--- src/rtl/rdata_chan_subo_burst.sv ---
// Read-data channel burst serializer. Queues whole lines from a source
// and plays each one out as a burst of DW-wide beats with rlast on the
// final beat. A registered finish pulse follows each completed burst.
module rdata_chan_subo_burst #(
    parameter int unsigned DW     = 32,
    parameter int unsigned BEATS  = 4,
    parameter int unsigned IDW    = 4,
    parameter int unsigned QDEPTH = 2
) (
    input  logic                       clk,
    input  logic                       rst,
    output logic                       rvalid,
    input  logic                       rready,
    output logic [IDW-1:0]             rid,
    output logic [DW-1:0]              rdata,
    output logic [1:0]                 rresp,
    output logic                       rlast,
    input  logic                       rdata_s_valid,
    output logic                       rdata_s_ready,
    input  logic [IDW-1:0]             rdata_s_id,
    input  logic [DW*BEATS-1:0]        rdata_s_data,
    input  logic [$clog2(BEATS)-1:0]   rdata_s_len,
    input  logic [1:0]                 rdata_s_resp,
    output logic                       finish_rdata_s
);

    localparam int unsigned LW = $clog2(BEATS);
    localparam int unsigned PW = (QDEPTH > 1) ? $clog2(QDEPTH) : 1;
    localparam int unsigned CW = $clog2(QDEPTH + 1);

    typedef struct packed {
        logic [IDW-1:0]      id;
        logic [DW*BEATS-1:0] data;
        logic [LW-1:0]       len;
        logic [1:0]          resp;
    } entry_t;

    typedef enum logic [1:0] {
        S_IDLE  = 2'd0,
        S_BURST = 2'd1,
        S_LAST  = 2'd2
    } state_e;

    state_e         state_q, state_d;
    entry_t         mem_q [QDEPTH];
    logic [PW-1:0]  wr_ptr_q, rd_ptr_q;
    logic [CW-1:0]  count_q;
    logic [LW-1:0]  beat_q, beat_d;
    logic           finish_q;

    entry_t         head;
    logic           push, hs, pop;
    logic [LW-1:0]  beat_inc;
    logic [LW-1:0]  next_head_len;
    logic           empty_after_pop;

    // Pointer advance that wraps at QDEPTH, which need not be a power of 2.
    function automatic logic [PW-1:0] ptr_inc(input logic [PW-1:0] p);
        return (p == PW'(QDEPTH - 1)) ? '0 : PW'(p + PW'(1));
    endfunction

    // Handshakes and the head entry the outputs are built from.
    always_comb begin
        head            = mem_q[rd_ptr_q];
        rdata_s_ready   = (count_q < CW'(QDEPTH));
        push            = rdata_s_valid && rdata_s_ready;
        hs              = (state_q != S_IDLE) && rready;
        pop             = hs && (state_q == S_LAST);
        beat_inc        = LW'(beat_q + LW'(1));
        // After a pop the new head is either the next stored entry or, when
        // only one entry was queued, the line being pushed this same cycle.
        next_head_len   = (count_q > CW'(1)) ? mem_q[ptr_inc(rd_ptr_q)].len : rdata_s_len;
        empty_after_pop = (count_q == CW'(1)) && !push;
    end

    // State register.
    always_ff @(posedge clk) begin
        if (rst) begin
            state_q <= S_IDLE;
        end else begin
            state_q <= state_d;
        end
    end

    // Next-state and beat-counter logic.
    always_comb begin
        state_d = state_q;
        beat_d  = beat_q;
        unique case (state_q)
            S_IDLE: begin
                if (push) begin
                    state_d = (rdata_s_len == '0) ? S_LAST : S_BURST;
                end
            end
            S_BURST: begin
                if (hs) begin
                    beat_d = beat_inc;
                    if (beat_inc == head.len) begin
                        state_d = S_LAST;
                    end
                end
            end
            S_LAST: begin
                if (hs) begin
                    beat_d = '0;
                    if (empty_after_pop) begin
                        state_d = S_IDLE;
                    end else begin
                        state_d = (next_head_len == '0) ? S_LAST : S_BURST;
                    end
                end
            end
            default: begin
                state_d = S_IDLE;
                beat_d  = '0;
            end
        endcase
    end

    // Output decode; beat fields are forced to zero while no beat is offered.
    always_comb begin
        rvalid = 1'b0;
        rlast  = 1'b0;
        rid    = '0;
        rdata  = '0;
        rresp  = '0;
        if (state_q != S_IDLE) begin
            rvalid = 1'b1;
            rlast  = (state_q == S_LAST);
            rid    = head.id;
            rdata  = head.data[beat_q*DW +: DW];
            rresp  = head.resp;
        end
    end

    // Queue pointers, occupancy, beat counter and the finish pulse.
    always_ff @(posedge clk) begin
        if (rst) begin
            wr_ptr_q <= '0;
            rd_ptr_q <= '0;
            count_q  <= '0;
            beat_q   <= '0;
            finish_q <= 1'b0;
        end else begin
            beat_q   <= beat_d;
            finish_q <= pop;
            if (push) begin
                wr_ptr_q <= ptr_inc(wr_ptr_q);
            end
            if (pop) begin
                rd_ptr_q <= ptr_inc(rd_ptr_q);
            end
            unique case ({push, pop})
                2'b10:   count_q <= CW'(count_q + CW'(1));
                2'b01:   count_q <= CW'(count_q - CW'(1));
                default: count_q <= count_q;
            endcase
        end
    end

    // Queue storage; contents are only observed through valid entries.
    always_ff @(posedge clk) begin
        if (push) begin
            mem_q[wr_ptr_q] <= '{id: rdata_s_id, data: rdata_s_data,
                                 len: rdata_s_len, resp: rdata_s_resp};
        end
    end

    assign finish_rdata_s = finish_q;

endmodule

--- config.mk ---
export PLATFORM = sky130hd
export DESIGN_NAME = rdata_chan_subo_burst
export DESIGN_NICKNAME = d
export VERILOG_FILES = /design/src/rtl/rdata_chan_subo_burst.sv
export SDC_FILE = /design/constraint.sdc
export NUM_CORES = 1
export LEC_CHECK = 0
export ABC_AREA = 1
export BUFFER_PORTS_ARGS = -buffer_cell sky130_fd_sc_hd__buf_2
export CAP_MARGIN = 25
export CORE_ASPECT_RATIO = 1.4
export CORE_MARGIN = 1
export CORE_UTILIZATION = 49
export DETAILED_ROUTE_END_ITERATION = 10
export PLACE_DENSITY = 0.71
export RECOVER_POWER = 50
export SYNTH_ARGS = -nofsm -noshare
export SYNTH_HDL_FRONTEND = slang
export SYNTH_SLANG_ARGS = --single-unit
--- constraint.sdc ---
create_clock -name clk -period 14.6 [get_ports clk]
set_input_delay 2.92 -clock clk [delete_from_list [all_inputs] [get_ports clk]]
set_output_delay 2.92 -clock clk [all_outputs]
set_load 0.1 [all_outputs]
==> metrics.csv <==
stage,metric,value,unit
outcome,status,"finished, violations left",
outcome,failing checks,"capacitance limit, slew limit",
power,Psw,0.984,mW
power,Pleak,4.54,nW
yosys,number of synthesized register bits,282,
drt,drt total wl,24200,um
floorplan,Die Span X,129,um
power,clock power share,0.235,
yosys,"top cells by area, synth","edfxtp_1 74%, nor2_1 7.0%, o21ai_0 5.5%",
setup_path,signal arrival time at the worst endpoint,3.37,ns
global_routing,vias in the first global route,7072,
yosys,Post-Synth Adder-Cell Area,0.00226,
timing,Slew HR,-0.0699,
drt,DR WL/cell,18.0,um
yosys,mux contribution to synthesized area,0,
timing,final setup fails,0,
clock_tree,post-cts sizing count,0,
yosys,Simple-Gate Fraction of Synth Area,0.0960,
timing,RSZ-0062 raised after global routing,false,
final_layout,share of layout cells above drive strength 1,0.150,
floorplan,Die Y-Extent,180,um
yosys,post-synthesis sequential area ratio,0.755,
drt,ANT nets after route,0,
clock_tree,Inserted Clock Buffers,25,
clock_tree,Root Buffer,clkbuf_16,
final_layout,Nets,1167,
yosys,Synth top area share,0.737,
global_routing,first-pass GRT wire length,36300,um
global_routing,Total GRT Usage,0.205,
drt,drt drc,0,
clock_tree,H-Tree Depth,1,
setup_path,CP max FO,91,
floorplan,initial core utilization,0.503,
yosys,Synth warnings,0,
timing,Worst Tran Pin Value,1.60,ns
yosys,largest family of logic cells by synthesized area,compound AO/OA/AOI/OAI gates,
clock_tree,Skew-Pair Late Insertion Delay,0.52,ns
timing,final hold vios,0,
yosys,post-synthesis xor/xnor area fraction,0.00237,
power,Comb pwr share,0.338,
floorplan,DIE AREA,23200,sq um
yosys,syn nets,1002,
placed_design,Detail Placement HPWL,14400,um
worst_hold_path,Hold Crit Class,register to register,
drt,Vias,7235,
clock_tree,"CTS clk-pin slew, worst paths",0.06,ns
drt,Detailed Route Iter0 Violations,493,
global_routing,initial antenna violation count,7,
power,Worst IR Drop VDD,147,uV
yosys,Synth Area per Inst,12.9,sq um
floorplan,Boundary Pins,182,
setup_path,Worst Setup End Kind,primary output,
clock_tree,setup bufs post-CTS,0,
power,total power,2.49,mW
timing,Final Max Tran Viols,20,
setup_path,type of origin of the critical path,register,
setup_path,"slowest stage delay, CP",0.77,ns
timing,final critical-path required period,6.29,ns
setup_path,crit path kind,register to primary output,
floorplan,FP Rows,64,
placed_design,IO Port Bufs,181,
setup_path,critical path cell sequence,"inv_4, buf_4, o21ai_0, o22ai_1, nand2_1, a31oi_1, buf_2",
floorplan,Core Box Area,22000,sq um
timing,Layout Skew,0.0111,ns
yosys,Post-Syn Instances,860,
power,internal power,1.50,mW
yosys,post-synth top area cell,edfxtp_1,
placed_design,Placer Congestion,0.798,
final_layout,Area Growth Syn to Fin,15.4,%
setup_path,Worst R2R Setup Slack,11.36,ns
clock_tree,cts hold-fix bufs,0,
clock_tree,Bufs on Longest Clock Path,3,
run,max_cap viols,1,
yosys,compound-gate portion of the synthesized area,0.109,
timing,part of the cycle the worst path needs,0.431,
final_layout,Layout fillers,1824,
global_routing,largest net degree at the start of global routing,92,
setup_path,WP data required,11.68,ns
yosys,"Distinct cells, synth",25,
clock_tree,clk sink count,282,
drt,Vias/cell,5.38,
global_routing,gr ovfl total,0,
timing,setup TNS,0,ns
power,PwrDens,195,nW/um^2
setup_path,Crit-path slowest cell,buf_4,
power,share of power burned in registers,0.427,
yosys,synthesized cell area,11100,sq um
clock_tree,CTS tree,yes,
drt,1st-pass router iterations,4,
timing,fmax,0.159,GHz
power,Sw Ratio,0.396,
-- Yosys cell counts --
| library cell | instances |
|---|---|
| buf_2 | 13 |
| ha_1 | 2 |
| o22ai_1 | 50 |
| a31oi_1 | 15 |
| inv_4 | 1 |
| xor2_1 | 2 |
| nor2_1 | 206 |
| clkbuf_2 | 4 |
| nand3b_1 | 1 |
| dfxtp_1 | 10 |
| clkbuf_1 | 15 |
| buf_6 | 10 |
| inv_2 | 2 |
| inv_1 | 14 |
| o21ai_0 | 122 |
| nand2_2 | 2 |
| buf_1 | 3 |
| nor3_1 | 1 |
| nand3_1 | 8 |
| o21ai_1 | 26 |
| edfxtp_1 | 272 |
| a21oi_1 | 12 |
| buf_4 | 8 |
| nand2_1 | 60 |
| xnor2_1 | 1 |
-- cell usage in the layout (no fill, tap or decap), types with 2 or more instances in the layout --
master       n
nand3_1      8
inv_1       14
xor2_1       2
o21ai_1     25
a21oi_1     12
edfxtp_1   272
dfxtp_2      2
dfxtp_1      7
nand2_1     60
a31oi_1     15
diode_2      5
buf_4        9
buf_2      106
clkbuf_1    84
nor2_1     205
ha_1         2
o21ai_0    123
clkbuf_16   25
clkinv_1     5
nand2_2      2
clkinv_2     5
inv_4        2
o22ai_1     50
-- flip-flops by register name, indices dropped and copies added (netlist names), named ones only --
register	cells
state_q	2
count_q	2
beat_q	2
mem_q	272
wr_ptr_q	1
rd_ptr_q	1
finish_rdata_s	1
-- power by group through the flow --
stage	sequential (mW)	combinational [mW]	clock, mW
floorplan	1.09	0.681	0
global placement	1.08	0.833	0
detailed placement	1.08	0.840	0
CTS	1.06	0.841	0.596
global route	1.07	0.896	0.624
finish	1.06	0.841	0.584
-- final timing paths --
| check | end | cells past startpoint | start |
|---|---|---|---|
| worst max register to register | mem_q[1][0] | 4 | count_q[1] |
| worst min register to register | count_q[0] | 2 | count_q[0] |
| worst min-delay path | count_q[0] | 2 | count_q[0] |
| worst max-delay path | rdata[1] | 7 | register |
-- per-layer routing --
layer,GRT usage,vias up,share of wire
li1,-,3463,-
met1,0.243,3430,0.38
met2,0.350,278,0.52
met3,0.0417,60,0.069
met4,0.105,4,0.037
met5,0,-,0.0011
-- per-stage QoR --
| step | worst slack (ns) | std cells | area [sq um] | hold WS [ns] | utilization |
|---|---|---|---|---|---|
| 2_1_floorplan | 5.16 | 860 | 11100 | 0.481 | - |
| 3_3_place_gp | 8.91 | 1294 | 12100 | 0.498 | 0.551 |
| 3_5_place_dp | 8.84 | 1294 | 12100 | 0.506 | 0.551 |
| 4_1_cts | 8.27 | 1340 | 12800 | 0.525 | 0.583 |
| 5_1_grt | 8.02 | 1346 | 12800 | 0.578 | 0.581 |
| 6_report | 8.31 | 1346 | 12800 | 0.526 | 0.581 |
-- logic make-up (layout without fill, tap and decap cells) --
kind of cell               after synthesis  after routing
xor gates and xnor gates                 3              3
AOI/OAI and AO/OA                      225            225
DFF                                    282            282
buffers and inverters                   70            254
other                                    0              5
and+or+nand+nor                        278            278
adders and majority gates                2              2
-- layout make-up --
cell class                      count  area [sq um]  area share
Antenna cell                        5          12.5    0.000979
Clock inverter                     12          60.1     0.00470
Inverter                           17          68.8     0.00538
Multi-Input combinational cell    508          2330       0.182
Timing Repair Buffer              191           907      0.0710
Clock buffer                       34           659      0.0516
Sequential cell                   282          8370       0.655
Tap cell                          297           372      0.0291
-- critical path, delay by kind of cell, from the launching register on --
family / cells / cell delay [ns]
buffers and inverters: 3 / 1.64
AO/OA/AOI/OAI: 3 / 0.53
flip-flops: 1 / 0.49
AND/OR/NAND/NOR: 1 / 0.07
No activity file was read; power rests on OpenSTA's default activity.
